$ cat config.mk
export PLATFORM = sky130hd
export DESIGN_NAME = mux_4x1_scan_ctrl_flat
export DESIGN_NICKNAME = d
export VERILOG_FILES = /design/src/rtl/mux_4x1_scan_ctrl_if.sv /design/src/rtl/mux_4x1_scan_ctrl.sv /design/src/flat_wrapper.sv
export SDC_FILE = /design/constraint.sdc
export NUM_CORES = 1
export LEC_CHECK = 0
export CORE_MARGIN = 3
export CORE_UTILIZATION = 28
export DETAILED_ROUTE_END_ITERATION = 6
export PLACE_DENSITY = 0.47
export REMOVE_ABC_BUFFERS = 1
export SLEW_MARGIN = 20
export SYNTH_ARGS = -nofsm -noshare
export SYNTH_HDL_FRONTEND = slang
export SYNTH_SLANG_ARGS = --single-unit
$ cat constraint.sdc
create_clock -name clk -period 2.85 [get_ports clk]
set_clock_uncertainty 0.2 [all_clocks]
set_input_delay 0.57 -clock clk [delete_from_list [all_inputs] [get_ports clk]]
set_output_delay 0.57 -clock clk [all_outputs]
set_load 0.01 [all_outputs]
$ cat src/rtl/mux_4x1_scan_ctrl_if.sv
// Handshake and data bundle between the scan controller, the external 4:1 mux and the word consumer.
interface mux_4x1_scan_ctrl_if;
  logic       start;
  logic       cont;
  logic       mux_y;
  logic [1:0] sel_out;
  logic [3:0] data_out;
  logic       valid;
  logic       ready;
  logic       busy;
  logic [7:0] word_cnt;

  // master: requester/consumer side (also models the mux)
  modport master (
    output start, cont, mux_y, ready,
    input  sel_out, data_out, valid, busy, word_cnt
  );

  // slave: the scan controller
  modport slave (
    input  start, cont, mux_y, ready,
    output sel_out, data_out, valid, busy, word_cnt
  );
endinterface

$ cat src/rtl/mux_4x1_scan_ctrl.sv
// Steps the select of an external 4:1 mux through all four channels, samples its output after
// a settle time per channel and presents the assembled 4-bit word with a valid/ready handshake.
module mux_4x1_scan_ctrl #(
  parameter int unsigned SETTLE = 1
) (
  input  logic                 clk,
  input  logic                 rst,
  mux_4x1_scan_ctrl_if.slave   bus
);

  localparam int unsigned CNT_W  = 4;
  localparam int unsigned SEL_W  = 2;
  localparam int unsigned DATA_W = 4;
  localparam int unsigned WCNT_W = 8;

  localparam logic [CNT_W-1:0] RELOAD   = CNT_W'(SETTLE - 1);
  localparam logic [SEL_W-1:0] SEL_LAST = SEL_W'(DATA_W - 1);

  typedef enum logic [1:0] {
    IDLE = 2'd0,
    SCAN = 2'd1,
    HOLD = 2'd2
  } state_t;

  state_t              state_q, state_d;
  logic [SEL_W-1:0]    sel_q, sel_d;
  logic [CNT_W-1:0]    cnt_q, cnt_d;
  logic [DATA_W-1:0]   shadow_q, shadow_d;
  logic [DATA_W-1:0]   data_q, data_d;
  logic                valid_q, valid_d;
  logic                busy_q, busy_d;
  logic [WCNT_W-1:0]   word_q, word_d;

  // State and datapath registers; every output comes straight from a flop.
  always_ff @(posedge clk or posedge rst) begin
    if (rst) begin
      state_q  <= IDLE;
      sel_q    <= '0;
      cnt_q    <= '0;
      shadow_q <= '0;
      data_q   <= '0;
      valid_q  <= 1'b0;
      busy_q   <= 1'b0;
      word_q   <= '0;
    end else begin
      state_q  <= state_d;
      sel_q    <= sel_d;
      cnt_q    <= cnt_d;
      shadow_q <= shadow_d;
      data_q   <= data_d;
      valid_q  <= valid_d;
      busy_q   <= busy_d;
      word_q   <= word_d;
    end
  end

  // Next-state and next-register values.
  always_comb begin
    state_d  = state_q;
    sel_d    = sel_q;
    cnt_d    = cnt_q;
    shadow_d = shadow_q;
    data_d   = data_q;
    valid_d  = valid_q;
    busy_d   = busy_q;
    word_d   = word_q;

    unique case (state_q)
      IDLE: begin
        if (bus.start) begin
          state_d = SCAN;
          sel_d   = '0;
          cnt_d   = RELOAD;
          busy_d  = 1'b1;
          valid_d = 1'b0;
        end
      end

      SCAN: begin
        if (cnt_q != '0) begin
          cnt_d = CNT_W'(cnt_q - CNT_W'(1));
        end else begin
          shadow_d[sel_q] = bus.mux_y;
          if (sel_q != SEL_LAST) begin
            sel_d = SEL_W'(sel_q + SEL_W'(1));
            cnt_d = RELOAD;
          end else begin
            // Whole word lands at once so data_out never shows a partial scan.
            data_d  = {bus.mux_y, shadow_q[DATA_W-2:0]};
            valid_d = 1'b1;
            busy_d  = 1'b0;
            sel_d   = '0;
            state_d = HOLD;
          end
        end
      end

      HOLD: begin
        if (bus.ready) begin
          word_d  = WCNT_W'(word_q + WCNT_W'(1));
          valid_d = 1'b0;
          if (bus.cont) begin
            state_d = SCAN;
            sel_d   = '0;
            cnt_d   = RELOAD;
            busy_d  = 1'b1;
          end else begin
            state_d = IDLE;
          end
        end
      end

      default: begin
        state_d = IDLE;
        sel_d   = '0;
        valid_d = 1'b0;
        busy_d  = 1'b0;
      end
    endcase
  end

  assign bus.sel_out  = sel_q;
  assign bus.data_out = data_q;
  assign bus.valid    = valid_q;
  assign bus.busy     = busy_q;
  assign bus.word_cnt = word_q;

endmodule

$ cat src/flat_wrapper.sv
// flat-port wrapper written by rule: the top's interface ports become plain ports
module mux_4x1_scan_ctrl_flat 
#(
  parameter int unsigned SETTLE = 1
)
  (clk, rst, bus_start, bus_cont, bus_mux_y, bus_ready, bus_sel_out, bus_data_out, bus_valid, bus_busy, bus_word_cnt);
  mux_4x1_scan_ctrl_if bus_i ();
  input  logic clk;
  input  logic rst;
  input wire logic [$bits(bus_i.start)-1:0] bus_start;
  input wire logic [$bits(bus_i.cont)-1:0] bus_cont;
  input wire logic [$bits(bus_i.mux_y)-1:0] bus_mux_y;
  input wire logic [$bits(bus_i.ready)-1:0] bus_ready;
  output wire logic [$bits(bus_i.sel_out)-1:0] bus_sel_out;
  output wire logic [$bits(bus_i.data_out)-1:0] bus_data_out;
  output wire logic [$bits(bus_i.valid)-1:0] bus_valid;
  output wire logic [$bits(bus_i.busy)-1:0] bus_busy;
  output wire logic [$bits(bus_i.word_cnt)-1:0] bus_word_cnt;
  assign bus_i.start = bus_start;
  assign bus_i.cont = bus_cont;
  assign bus_i.mux_y = bus_mux_y;
  assign bus_i.ready = bus_ready;
  assign bus_sel_out = bus_i.sel_out;
  assign bus_data_out = bus_i.data_out;
  assign bus_valid = bus_i.valid;
  assign bus_busy = bus_i.busy;
  assign bus_word_cnt = bus_i.word_cnt;
  mux_4x1_scan_ctrl #(.SETTLE(SETTLE)) u_core (.clk(clk), .rst(rst), .bus(bus_i));
endmodule
-- Word level (Yosys, flattened, before mapping)
Index checks and enable logic that the tools add are counted.
- flip-flop bits (word level): 26
- latch bits: 0
- memory bits (writable): 0
- ROM bits: 0
- input bits: 6
- output and inout bits: 16
- memories kept: 0
- $add $sub $neg: 3
- $mul: 0
- div/mod/pow operators: 0
- order comparisons: 2
- equal/unequal tests: 9
- shift-type cells: 0
- muxes and demuxes: 32
- bitwise logic cells: 2
- reduce and logical (&&, ||, !) cells: 11
- operators with widths (cell ; number):
    $mux W4 ; 5
    $mux W2 ; 9
    $ne A2 B2 Y1 const B ; 6
    $pmux W2 S3 ; 2
    $pmux W4 S3 ; 1
    $mux W1 ; 11
    $reduce_and A5 Y1 ; 2
    $add A8 B1 Y8 const B ; 1
    $reduce_and A4 Y1 ; 2
    $pmux W1 S3 ; 2
    $bwmux W4 ; 1
    $reduce_and A2 Y1 ; 2
    $reduce_bool A4 Y1 ; 1
    $sub A4 B1 Y4 const B ; 1
    $lt A2 B3 Y1 const B ; 1
    $ne A3 B1 Y1 const B ; 1
    $reduce_and A3 Y1 ; 1
    $reduce_bool A3 Y1 ; 1
    $add A2 B1 Y2 const B ; 1
    $demux W1 S2 ; 1
    $eq A2 B1 Y1 const B ; 1
    $eq A2 B2 Y1 const B ; 1
    $ge A2 B1 Y1 const B ; 1
    $logic_not A2 Y1 ; 1
    2 further kinds ; 3

-- Longest topological paths before layout
- depth after elaboration: 5
- depth in mapped cells: 5
- mapped depth without buffers: 5

-- Least setup slack after synthesis
OpenSTA, ideal clock, no wires.
- path kind: register to register
- from: reg u_core.cnt_q[0]
- to: reg u_core.data_q[1], in the netlist u_core.bus.data_out[1]
- arrival: 1.506 ns
- required time: 2.523 ns
- path slack: 1.016 ns
- stages on the path, launching flop included: 6
- path buffers: 0
- period minus slack after synthesis: 1.834 ns
- path through: dfrtp_1 > inv_1 > ha_1 > nor3b_4 > and3_4 > mux2_1
- cells in the longest elaborated chain, start to end: 3
- RTL lines (element ; RTL line ; source):
    from (decl) ; mux_4x1_scan_ctrl.sv:27 ; logic [CNT_W-1:0] cnt_q, cnt_d;
    from (signal assigned) ; mux_4x1_scan_ctrl.sv:48 ; cnt_q <= cnt_d;
    $reduce_bool A4 Y1 ; mux_4x1_scan_ctrl.sv:80 ; if (cnt_q != '0) begin
    $not A1 Y1 (no source line) ; -- ;
    $reduce_and A3 Y1 (no source line) ; -- ;
    to (signal assigned) ; mux_4x1_scan_ctrl.sv:50 ; data_q <= data_d;
    to (decl) ; mux_4x1_scan_ctrl.sv:29 ; logic [DATA_W-1:0] data_q, data_d;
Every way passes these cells.
A chain may end at the register's enable or synchronous reset.

==> results.tsv <==
metric	value	unit
critPathArrivalTime	1.45	ns
clkSinkCount	24	
worstSetupPathType	flop to primary output	
yosysWarnings	0	
drv_slew	0	
hold_slack	0.2881	ns
max_freq	449.5	MHz
critPathTopFamily	buffers and inverters	
slew_headroom	62.57	%
status	finished clean	
ant_nets	0	
postSynthAreaPerCell	11.71	um^2
p_per_area	836.0	nW/um^2
drt-initial-drc-count	22	
grt_pass1_wl	4250	um
post_cts_resized	0	
finalSetupViolCount	0	
coreArea	4144	um^2
dieArea	5268	um^2
via_per_inst	4.778	
rsz0062_at_grt	no	
cts_max_path_buffers	2	
path_cells	clkdlybuf4s50_1	
cts_tree	done	
hold_path.class	flop to flop	
start_util	29.95	%
fillers	418	
period_share	78.07	%
r2r-end	u_core.bus.data_out[3]$_DFFE_PP0P_	
maxCapViolations	0	
r2r-start	u_core.cnt_q[0]$_DFFE_PP0P_	
die_w	72.58	um
finish.utilization	38.19	%
hp-start	u_core.bus.word_cnt[7]$_DFFE_PP0P_	
syn_area	1241	um^2
cp-start-kind	flop	
syn_to_final_growth	27.52	%
drt_pass1_iterations	4	
routabilityCongestion	0.7286	
cts-root-buf	clkbuf_8	
ir_worst_vdd	0.2010	mV
drive_gt1_share	13.08	%
dr_total_vias	860	
crit_buf_inv	1	
port_buffers	21	
ys_types	37	
cp.required	2.08	ns
min_path_cells	1	
clock_latency	0.27	ns
num-nets-final	144	
end_kind	primary output	
regArea	600.6	um^2
numCtsBuffers	3	
p_leak	0.7053	nW
max_stage_delay	0.61	ns
ff2ff_path_depth	5	
grt_max_degree	25	
wire_per_inst	13.63	um
clk_pin_slew_worst_paths	0.09	ns
dp_hpwl	1847	um
ioPinCount	22	
netlist_instances	106	
worstMarginPinSlew	0.5603	ns
cts_hold_buf	0	
groute.usage.overall	10.31	%
wirelength	2453	um
cts_setup_buffers	0	
antenna_found_initial	0	
overflow	0	
cts_max_level	1	
r2r_slack	0.81	ns
setup_tns	0	ns
route.detailed.drc	0	
multi_input_area	600.6	um^2
cp_max_fo	12	
period_needed	2.225	ns
fp.dieH	72.58	um
final_hold_viol_count	0	
fp-row-count	23	
ys_seq_area_share	48.39	%
synth-seq-cells	24	
cp_slowest_cell	clkdlybuf4s50_1	
total_power	1.323	mW
worst_hold_path.endpoint	u_core.bus.word_cnt[7]$_DFFE_PP0P_	
final.setup.worst_slack	0.6251	ns
preCtsSetupSlack	0.6976	ns
grt_pass1_vias	937	
diodes	0	
[through the flow]
| stage | area (um^2) | std cells |
|---|---|---|
| 2_1_floorplan | 1231 | 104 |
| 3_3_place_gp | 1511 | 176 |
| 4_1_cts | 1583 | 180 |
| 5_1_grt | 1583 | 180 |
| 6_report | 1583 | 180 |
| 3_5_place_dp | 1511 | 176 |
[sequential cells by signal, summed over array words and instances, names as in the netlist]
signal and cells:
u_core.bus.word_cnt 8, u_core.bus.data_out 4, u_core.bus.busy 1, u_core.bus.sel_out 2, u_core.state_q 2, u_core.shadow_q 3, u_core.cnt_q 4
[where the power goes]
part | internal, mW | switching [mW]
Clock | 0.188 | 0.115
Sequential | 0.441 | 0.0904
Combinational | 0.277 | 0.213
Total | 0.905 | 0.418
[cell usage after synthesis, drive strengths merged]
cell / instances / area share (%)
a211o: 1 / 0.81
a21oi: 1 / 0.40
a221o: 1 / 0.81
a22o: 1 / 0.71
a32o: 2 / 1.6
a32oi: 1 / 0.71
and2: 1 / 0.50
and2b: 1 / 0.71
and3: 2 / 1.4
buf: 2 / 0.81
dfrtp: 24 / 48
ha: 7 / 7.1
inv: 8 / 2.4
mux2: 8 / 7.3
nand2: 2 / 0.61
nand2b: 3 / 1.5
nand3: 5 / 2.4
nand3b: 1 / 1.6
nand4: 1 / 0.50
nand4b: 2 / 1.4
nor2: 5 / 1.5
nor2b: 2 / 1.0
nor3: 6 / 2.4
nor3b: 2 / 2.1
nor4: 1 / 1.0
o21ai: 3 / 1.2
o21bai: 1 / 0.61
o2bb2ai: 1 / 0.71
o31a: 1 / 0.71
o32ai: 1 / 0.71
or3b: 1 / 0.71
xnor2: 3 / 2.1
xor2: 5 / 3.5
[routing by layer]
layer / global-route usage [%] / vias to the layer above / wire [um]
li1: - / 423 / -
met1: 12.92 / 422 / 1147
met2: 17.74 / 13 / 1206
met3: 2.204 / 2 / 86
met4: 3.074 / 0 / 13
met5: 0 / - / 0
[final cells by class]
class                   instances  area share, %
inverters                       8          1.897
clock buffers                   3          2.609
repair buffers                 22          13.75
clock inverters                 1          1.897
multi-input cells              72          37.94
well taps                      50          3.953
flip-flops and latches         24          37.94
[logic make-up (layout without fill, tap and decap cells)]
group,count (synthesis),after routing,share of synthesized area [%]
compound gates,14,14,8.972
xor+xnor,8,8,5.645
fa+ha+maj,7,7,7.056
buf+inv,10,34,3.226
flops,24,24,48.39
mux,8,8,7.258
simple gates,35,35,19.46
[how the worst max path moves through the flow]
stage	startpoint	to	slack, ns	depth (start not counted)
2_1_floorplan	u_core.cnt_q[0]$_DFFE_PP0P_	u_core.bus.data_out[1]$_DFFE_PP0P_	1.02	5
3_3_place_gp	bus_ready	u_core.bus.sel_out[0]$_DFFE_PP0P_	0.72	4
3_5_place_dp	bus_ready	u_core.bus.sel_out[0]$_DFFE_PP0P_	0.70	4
4_1_cts	u_core.state_q[1]$_DFFE_PP0P_	bus_valid	0.62	1
5_1_grt	u_core.state_q[1]$_DFFE_PP0P_	bus_valid	0.58	1
6_report	u_core.state_q[1]$_DFFE_PP0P_	bus_valid	0.63	1
[cells in the final DEF (no fill, tap or decap), types with 2 or more instances in the layout]
master | netlist | layout
nor2_1 | 5 | 5
ha_1 | 7 | 7
clkdlybuf4s50_1 | 0 | 21
nand2b_1 | 3 | 3
nand4b_1 | 2 | 2
inv_1 | 8 | 8
a32o_1 | 2 | 2
clkbuf_8 | 0 | 3
xnor2_1 | 3 | 3
mux2_2 | 4 | 4
xor2_1 | 5 | 5
nand2_1 | 2 | 2
nor2b_1 | 2 | 2
nand3_1 | 4 | 4
nor3_1 | 6 | 6
dfrtp_1 | 24 | 24
o21ai_0 | 3 | 3
mux2_1 | 4 | 4
Power figures use the tool's default switching activity.
